===== src/rtl/vga_pkg.sv =====
// Default 640x480@60 Hz VGA timing constants shared by the raster timing generator.
package vga_pkg;

    localparam int unsigned COORD_W       = 10;

    localparam int unsigned DEF_H_ACTIVE  = 640;
    localparam int unsigned DEF_H_FRONT   = 16;
    localparam int unsigned DEF_H_SYNC    = 96;
    localparam int unsigned DEF_H_BACK    = 48;
    localparam int unsigned DEF_V_ACTIVE  = 480;
    localparam int unsigned DEF_V_FRONT   = 10;
    localparam int unsigned DEF_V_SYNC    = 2;
    localparam int unsigned DEF_V_BACK    = 33;
    localparam int unsigned DEF_FRAME_W   = 16;

    function automatic int unsigned sum4(input int unsigned a, input int unsigned b,
                                         input int unsigned c, input int unsigned d);
        return a + b + c + d;
    endfunction

    localparam int unsigned H_TOTAL = sum4(DEF_H_ACTIVE, DEF_H_FRONT, DEF_H_SYNC, DEF_H_BACK);
    localparam int unsigned V_TOTAL = sum4(DEF_V_ACTIVE, DEF_V_FRONT, DEF_V_SYNC, DEF_V_BACK);

endpackage


===== src/rtl/wrap_counter.sv =====
// Modulo counter with enable; wrap is high on the enabled cycle that returns the count to 0.
module wrap_counter #(
    parameter int unsigned Width   = 10,
    parameter int unsigned Modulus = 800
) (
    input  logic             clk,
    input  logic             reset,
    input  logic             en,
    output logic [Width-1:0] count,
    output logic             wrap
);

    localparam logic [Width-1:0] Last = Width'(Modulus - 1);

    logic [Width-1:0] r_count;

    assign wrap  = en && (r_count == Last);
    assign count = r_count;

    always_ff @(posedge clk) begin
        if (reset) begin
            r_count <= '0;
        end else if (wrap) begin
            r_count <= '0;
        end else if (en) begin
            r_count <= r_count + 1'b1;
        end
    end

endmodule


===== src/rtl/vga_timing_gen.sv =====
// VGA raster timing: chained line/frame counters with all outputs registered from the
// next-state counter values so every output describes the same pixel.
module vga_timing_gen
    import vga_pkg::*;
#(
    parameter int unsigned H_ACTIVE = DEF_H_ACTIVE,
    parameter int unsigned H_FRONT  = DEF_H_FRONT,
    parameter int unsigned H_SYNC   = DEF_H_SYNC,
    parameter int unsigned H_BACK   = DEF_H_BACK,
    parameter int unsigned V_ACTIVE = DEF_V_ACTIVE,
    parameter int unsigned V_FRONT  = DEF_V_FRONT,
    parameter int unsigned V_SYNC   = DEF_V_SYNC,
    parameter int unsigned V_BACK   = DEF_V_BACK,
    parameter int unsigned FRAME_W  = DEF_FRAME_W
) (
    input  logic               vga_clk,
    input  logic               reset,
    output logic               hs,
    output logic               vs,
    output logic               blank,
    output logic [COORD_W-1:0] DrawX,
    output logic [COORD_W-1:0] DrawY,
    output logic               line_start,
    output logic               frame_start,
    output logic               vblank_start,
    output logic [FRAME_W-1:0] frame_count
);

    localparam int unsigned HTotal = sum4(H_ACTIVE, H_FRONT, H_SYNC, H_BACK);
    localparam int unsigned VTotal = sum4(V_ACTIVE, V_FRONT, V_SYNC, V_BACK);

    localparam logic [COORD_W-1:0] HActive    = COORD_W'(H_ACTIVE);
    localparam logic [COORD_W-1:0] HSyncStart = COORD_W'(H_ACTIVE + H_FRONT);
    localparam logic [COORD_W-1:0] HSyncEnd   = COORD_W'(H_ACTIVE + H_FRONT + H_SYNC);
    localparam logic [COORD_W-1:0] VActive    = COORD_W'(V_ACTIVE);
    localparam logic [COORD_W-1:0] VSyncStart = COORD_W'(V_ACTIVE + V_FRONT);
    localparam logic [COORD_W-1:0] VSyncEnd   = COORD_W'(V_ACTIVE + V_FRONT + V_SYNC);

    // Held low for the first edge after reset so the counters present (0,0) on that cycle.
    logic               r_run;
    logic [COORD_W-1:0] w_hc;
    logic [COORD_W-1:0] w_vc;
    logic               w_h_wrap;
    logic               w_v_wrap;
    logic [COORD_W-1:0] w_hc_next;
    logic [COORD_W-1:0] w_vc_next;

    logic               r_hs;
    logic               r_vs;
    logic               r_blank;
    logic [COORD_W-1:0] r_draw_x;
    logic [COORD_W-1:0] r_draw_y;
    logic               r_line_start;
    logic               r_frame_start;
    logic               r_vblank_start;
    logic [FRAME_W-1:0] r_frame_count;

    wrap_counter #(
        .Width   (COORD_W),
        .Modulus (HTotal)
    ) u_h_counter (
        .clk   (vga_clk),
        .reset (reset),
        .en    (r_run),
        .count (w_hc),
        .wrap  (w_h_wrap)
    );

    wrap_counter #(
        .Width   (COORD_W),
        .Modulus (VTotal)
    ) u_v_counter (
        .clk   (vga_clk),
        .reset (reset),
        .en    (w_h_wrap),
        .count (w_vc),
        .wrap  (w_v_wrap)
    );

    always_comb begin
        w_hc_next = w_hc;
        w_vc_next = w_vc;
        if (w_h_wrap) begin
            w_hc_next = '0;
        end else if (r_run) begin
            w_hc_next = w_hc + 1'b1;
        end
        if (w_v_wrap) begin
            w_vc_next = '0;
        end else if (w_h_wrap) begin
            w_vc_next = w_vc + 1'b1;
        end
    end

    always_ff @(posedge vga_clk) begin
        if (reset) begin
            r_run          <= 1'b0;
            r_hs           <= 1'b1;
            r_vs           <= 1'b1;
            r_blank        <= 1'b0;
            r_draw_x       <= '0;
            r_draw_y       <= '0;
            r_line_start   <= 1'b0;
            r_frame_start  <= 1'b0;
            r_vblank_start <= 1'b0;
            r_frame_count  <= '0;
        end else begin
            r_run          <= 1'b1;
            r_hs           <= !((w_hc_next >= HSyncStart) && (w_hc_next < HSyncEnd));
            r_vs           <= !((w_vc_next >= VSyncStart) && (w_vc_next < VSyncEnd));
            r_blank        <= (w_hc_next < HActive) && (w_vc_next < VActive);
            r_draw_x       <= w_hc_next;
            r_draw_y       <= w_vc_next;
            r_line_start   <= (w_hc_next == '0);
            r_frame_start  <= (w_hc_next == '0) && (w_vc_next == '0);
            r_vblank_start <= (w_hc_next == '0) && (w_vc_next == VActive);
            if (w_v_wrap) begin
                r_frame_count <= r_frame_count + 1'b1;
            end
        end
    end

    assign hs           = r_hs;
    assign vs           = r_vs;
    assign blank        = r_blank;
    assign DrawX        = r_draw_x;
    assign DrawY        = r_draw_y;
    assign line_start   = r_line_start;
    assign frame_start  = r_frame_start;
    assign vblank_start = r_vblank_start;
    assign frame_count  = r_frame_count;

endmodule


===== config.mk =====
export PLATFORM = sky130hd
export DESIGN_NAME = vga_timing_gen
export DESIGN_NICKNAME = d
export VERILOG_FILES = /design/src/rtl/vga_pkg.sv /design/src/rtl/wrap_counter.sv /design/src/rtl/vga_timing_gen.sv
export SDC_FILE = /design/constraint.sdc
export NUM_CORES = 1
export LEC_CHECK = 0
export ABC_AREA = 1
export CORE_UTILIZATION = 40
export CTS_BUF_LIST = sky130_fd_sc_hd__clkbuf_16
export DETAILED_ROUTE_END_ITERATION = 8
export MAX_ROUTING_LAYER = met4
export PLACE_DENSITY = 0.63
export SLEW_MARGIN = 25
export SYNTH_ARGS = -nofsm -noshare
export SYNTH_HDL_FRONTEND = slang
export SYNTH_SLANG_ARGS = --single-unit

===== constraint.sdc =====
create_clock -name vga_clk -period 4.3 [get_ports vga_clk]
set_clock_uncertainty 0.2 [all_clocks]
set_input_delay 0.86 -clock vga_clk [delete_from_list [all_inputs] [get_ports vga_clk]]
set_output_delay 0.86 -clock vga_clk [all_outputs]
set_load 0.02 [all_outputs]

==> impl_results.md <==
- Status: finished, final reports clean
- Via/cell ratio: ~5
- Sw power: approximately 0.18 mW
- CTS tree: yes
- Final ANT Viol Nets: 0
- Via count: 2529
- Core Footprint: ~6000 um2
- Primary FF master, synth: dfxtp_1
- GRT Util Overall: a little over a fifth
- Max Fclk: between 300 and 400 MHz
- Most common cell in the netlist: nand2_1
- Synth warn: 0
- Max IR drop VDD: roughly 0.13 mV
- Slowest cell on crit path: clkdlybuf4s50_1
- Tmin final: about 2.5 ns
- Syn Nets: between 300 and 400
- Layout cell share with drive strength beyond 1: 9.09%
- CTS H-Tree Depth: 2
- Clk slew on worst S/H paths: 0.06 ns
- Ant diodes: 0
- Largest family of logic cells by synthesized area: simple AND/OR/NAND/NOR gates
- Post-synth EDFFs: 0
- Worst hold path type: reg2reg
- CP top delay family: buffers and inverters
- Cts bufs inserted: 5
- Avg Inst Size Synth: about 6.6 um2
- Clk buf depth: 2
- PostCTS Resize Cnt: 0
- Final period utilization: a little under 60%
- Cells after DPL: between 400 and 500
- Fillers: ~630
- Adder-cell share of the synthesized area: just under 2%
- Vias in the first global route: between 2000 and 2500
- Post-synthesis mux area share: 0%
- Post-synthesis sequential area ratio: roughly a third
- Library cells used by synthesis: 33
- Worst Path Max Fanout: 10
- Synth top area share: roughly 34%
- Root buffer cell: clkbuf_16
- Cell-by-cell trace of the critical path: clkdlybuf4s50_1
- Post-DP HPWL: a little under 5000 um
- Clock Latency Late Sink: 0.29 ns
- Core Rows: 28
- Die Wd: around 82 um
- TritonRoute pass-1 iters: 4
- Initial antenna violation count: 0
- Post-route insts no fill: slightly above 500
- Register area: between 800 and 900 um2
- Slew headroom: roughly two thirds
- Pwr per Cell Area: between 200 and 300 nW/um2
- Area contributors post-synth: dfxtp_1, nand2_1, inv_1
- Bufs and invs on worst path: 1
- CTS Sinks: 43
- Clock power frac: between 40% and 50%
- CP Launch Type: register
- Fin Setup TNS: 0 ns
- RSZ-0062 raised after global routing: no
- Worst-Margin Slew: 0.516 ns
- Post-Route WL: 6480 um
- CTS Hold Bufs: 0
- Drt drc: 0
- Sw Ratio: 21.0%
- IO Port Bufs: between 40 and 50
- Xor-xnor portion of the synthesized cell area: under 10%
- Final setup violation count: 0
- Number of top-level pins: 44
- Crit Path Class: reg2out
- Routed len/inst: approximately 13 um
- Sequential Power Share: 46.8%
- P_int: 0.691 mW
- Post-synthesis simple-gate area fraction: ~45%
- Worst EP arrival: ~1.5 ns
- Die height: a little over 80 um
- Largest net degree at the start of global routing: 18
- Worst Path Required: roughly 3.2 ns
- Post-Synthesis Cells: 384
- Starting DRT DRC Count: roughly 130
- Crit. End Element: output pin
- Post-synthesis compound-gate area fraction: about 7%
- Area occupied by multi-input gates: 1440 um2
- Grt ovf: 0
- Comb pwr share: around 4.4%
- Synth Cell Area: approximately 2500 um2
- Number of max-cap violations: 0
- Final hold vios: 0
- #FFs+latches synth: 43
- Layout Nets: about 430
- Die Footprint: between 6000 and 7000 um2
- CP max stage delay: 0.67 ns
- Async SR Flop Fraction: 0%
- Initial core utilization: between 40% and 50%
- Fin. max-slew vios: 0
- P_leak: approximately 1.3 nW
- RePlAce Congestion: about 0.9
- Area delta synth->final: 25.9%
- Post-CTS setup buffer count: 0
- Post-synth top cells: nand2_1, inv_1, nor2_1
- First-pass GRT wire length: 10700 um
- Post-synth top area cell: dfxtp_1
==> layout make-up <==
type	instances	share of cell area [%]
clock buffer	5	3.91
clock inverter	3	1.21
inverter	54	6.42
multi-input combinational	280	44.9
sequential	43	26.9
tap	75	2.93
timing repair buffer	44	13.7
==> cell families (layout without fill, tap and decap cells) <==
group           after synthesis  count (layout)
simple gates                235             235
compound gates               35              35
flops                        43              43
fa+ha+maj                     4               4
buf+inv                      61             106
xor+xnor                      6               6
==> metrics by stage <==
| stage | utilization, % | setup WS (ns) | power [mW] | hold WS (ns) | instance area (um2) |
|---|---|---|---|---|---|
| after floorplan | - | 2.35 | 0.442 | 0.343 | 2540 |
| after global placement | 50.4 | 1.63 | 0.456 | 0.281 | 3030 |
| after detailed placement | 50.4 | 1.60 | 0.457 | 0.293 | 3030 |
| after CTS | 53.1 | 1.76 | 0.880 | 0.303 | 3200 |
| final | 53.1 | 1.76 | 0.874 | 0.298 | 3200 |
| after global routing | 53.1 | 1.66 | 0.898 | 0.322 | 3200 |
==> per-layer routing <==
metal	vias to the layer above	share of wire [%]	GRT usage, %
met1	1142	46	26.4
met2	64	48	36.4
met5	-	0	-
met3	9	4.7	3.56
met4	0	1.7	8.95
li1	1314	-	-
==> registers in the layout, indices dropped and copies added, names as in the netlist <==
signal,cells
blank,1
vblank_start,1
frame_count,16
line_start,1
DrawY,10
r_run,1
vs,1
frame_start,1
u_h_counter.count,10
hs,1
==> power by group through the flow <==
stage | Clock [mW] | Sequential [mW] | Combinational, mW
after floorplan | 0 | 0.422 | 0.0202
after global placement | 0 | 0.418 | 0.0386
after detailed placement | 0 | 0.418 | 0.0390
after CTS | 0.432 | 0.409 | 0.0391
after global routing | 0.446 | 0.409 | 0.0428
final | 0.427 | 0.409 | 0.0383
==> layout by cell type (no fill, tap or decap), drive strengths merged, types with 4 or more instances in the layout <==
master | netlist | layout
nor3 | 11 | 11
nand4 | 14 | 14
o21ai | 14 | 14
nand3 | 36 | 36
clkdlybuf4s50 | 0 | 43
nor2 | 62 | 62
clkbuf | 3 | 5
nand2 | 105 | 105
xnor2 | 5 | 5
ha | 4 | 4
inv | 54 | 54
dfxtp | 43 | 43
a21oi | 20 | 20
==> worst paths after layout <==
check / from / endpoint / slack [ns] / cells after the start
worst min register to register: frame_count[3] / frame_count[3] / 0.30 / 2
worst min-delay path: frame_count[3] / frame_count[3] / 0.30 / 2
worst max register to register: u_h_counter.count[0] / frame_count[15] / 2.15 / 8
worst max-delay path: DrawY[4] / DrawY[4] / 1.76 / 1
(Power assumes the default switching activity.)
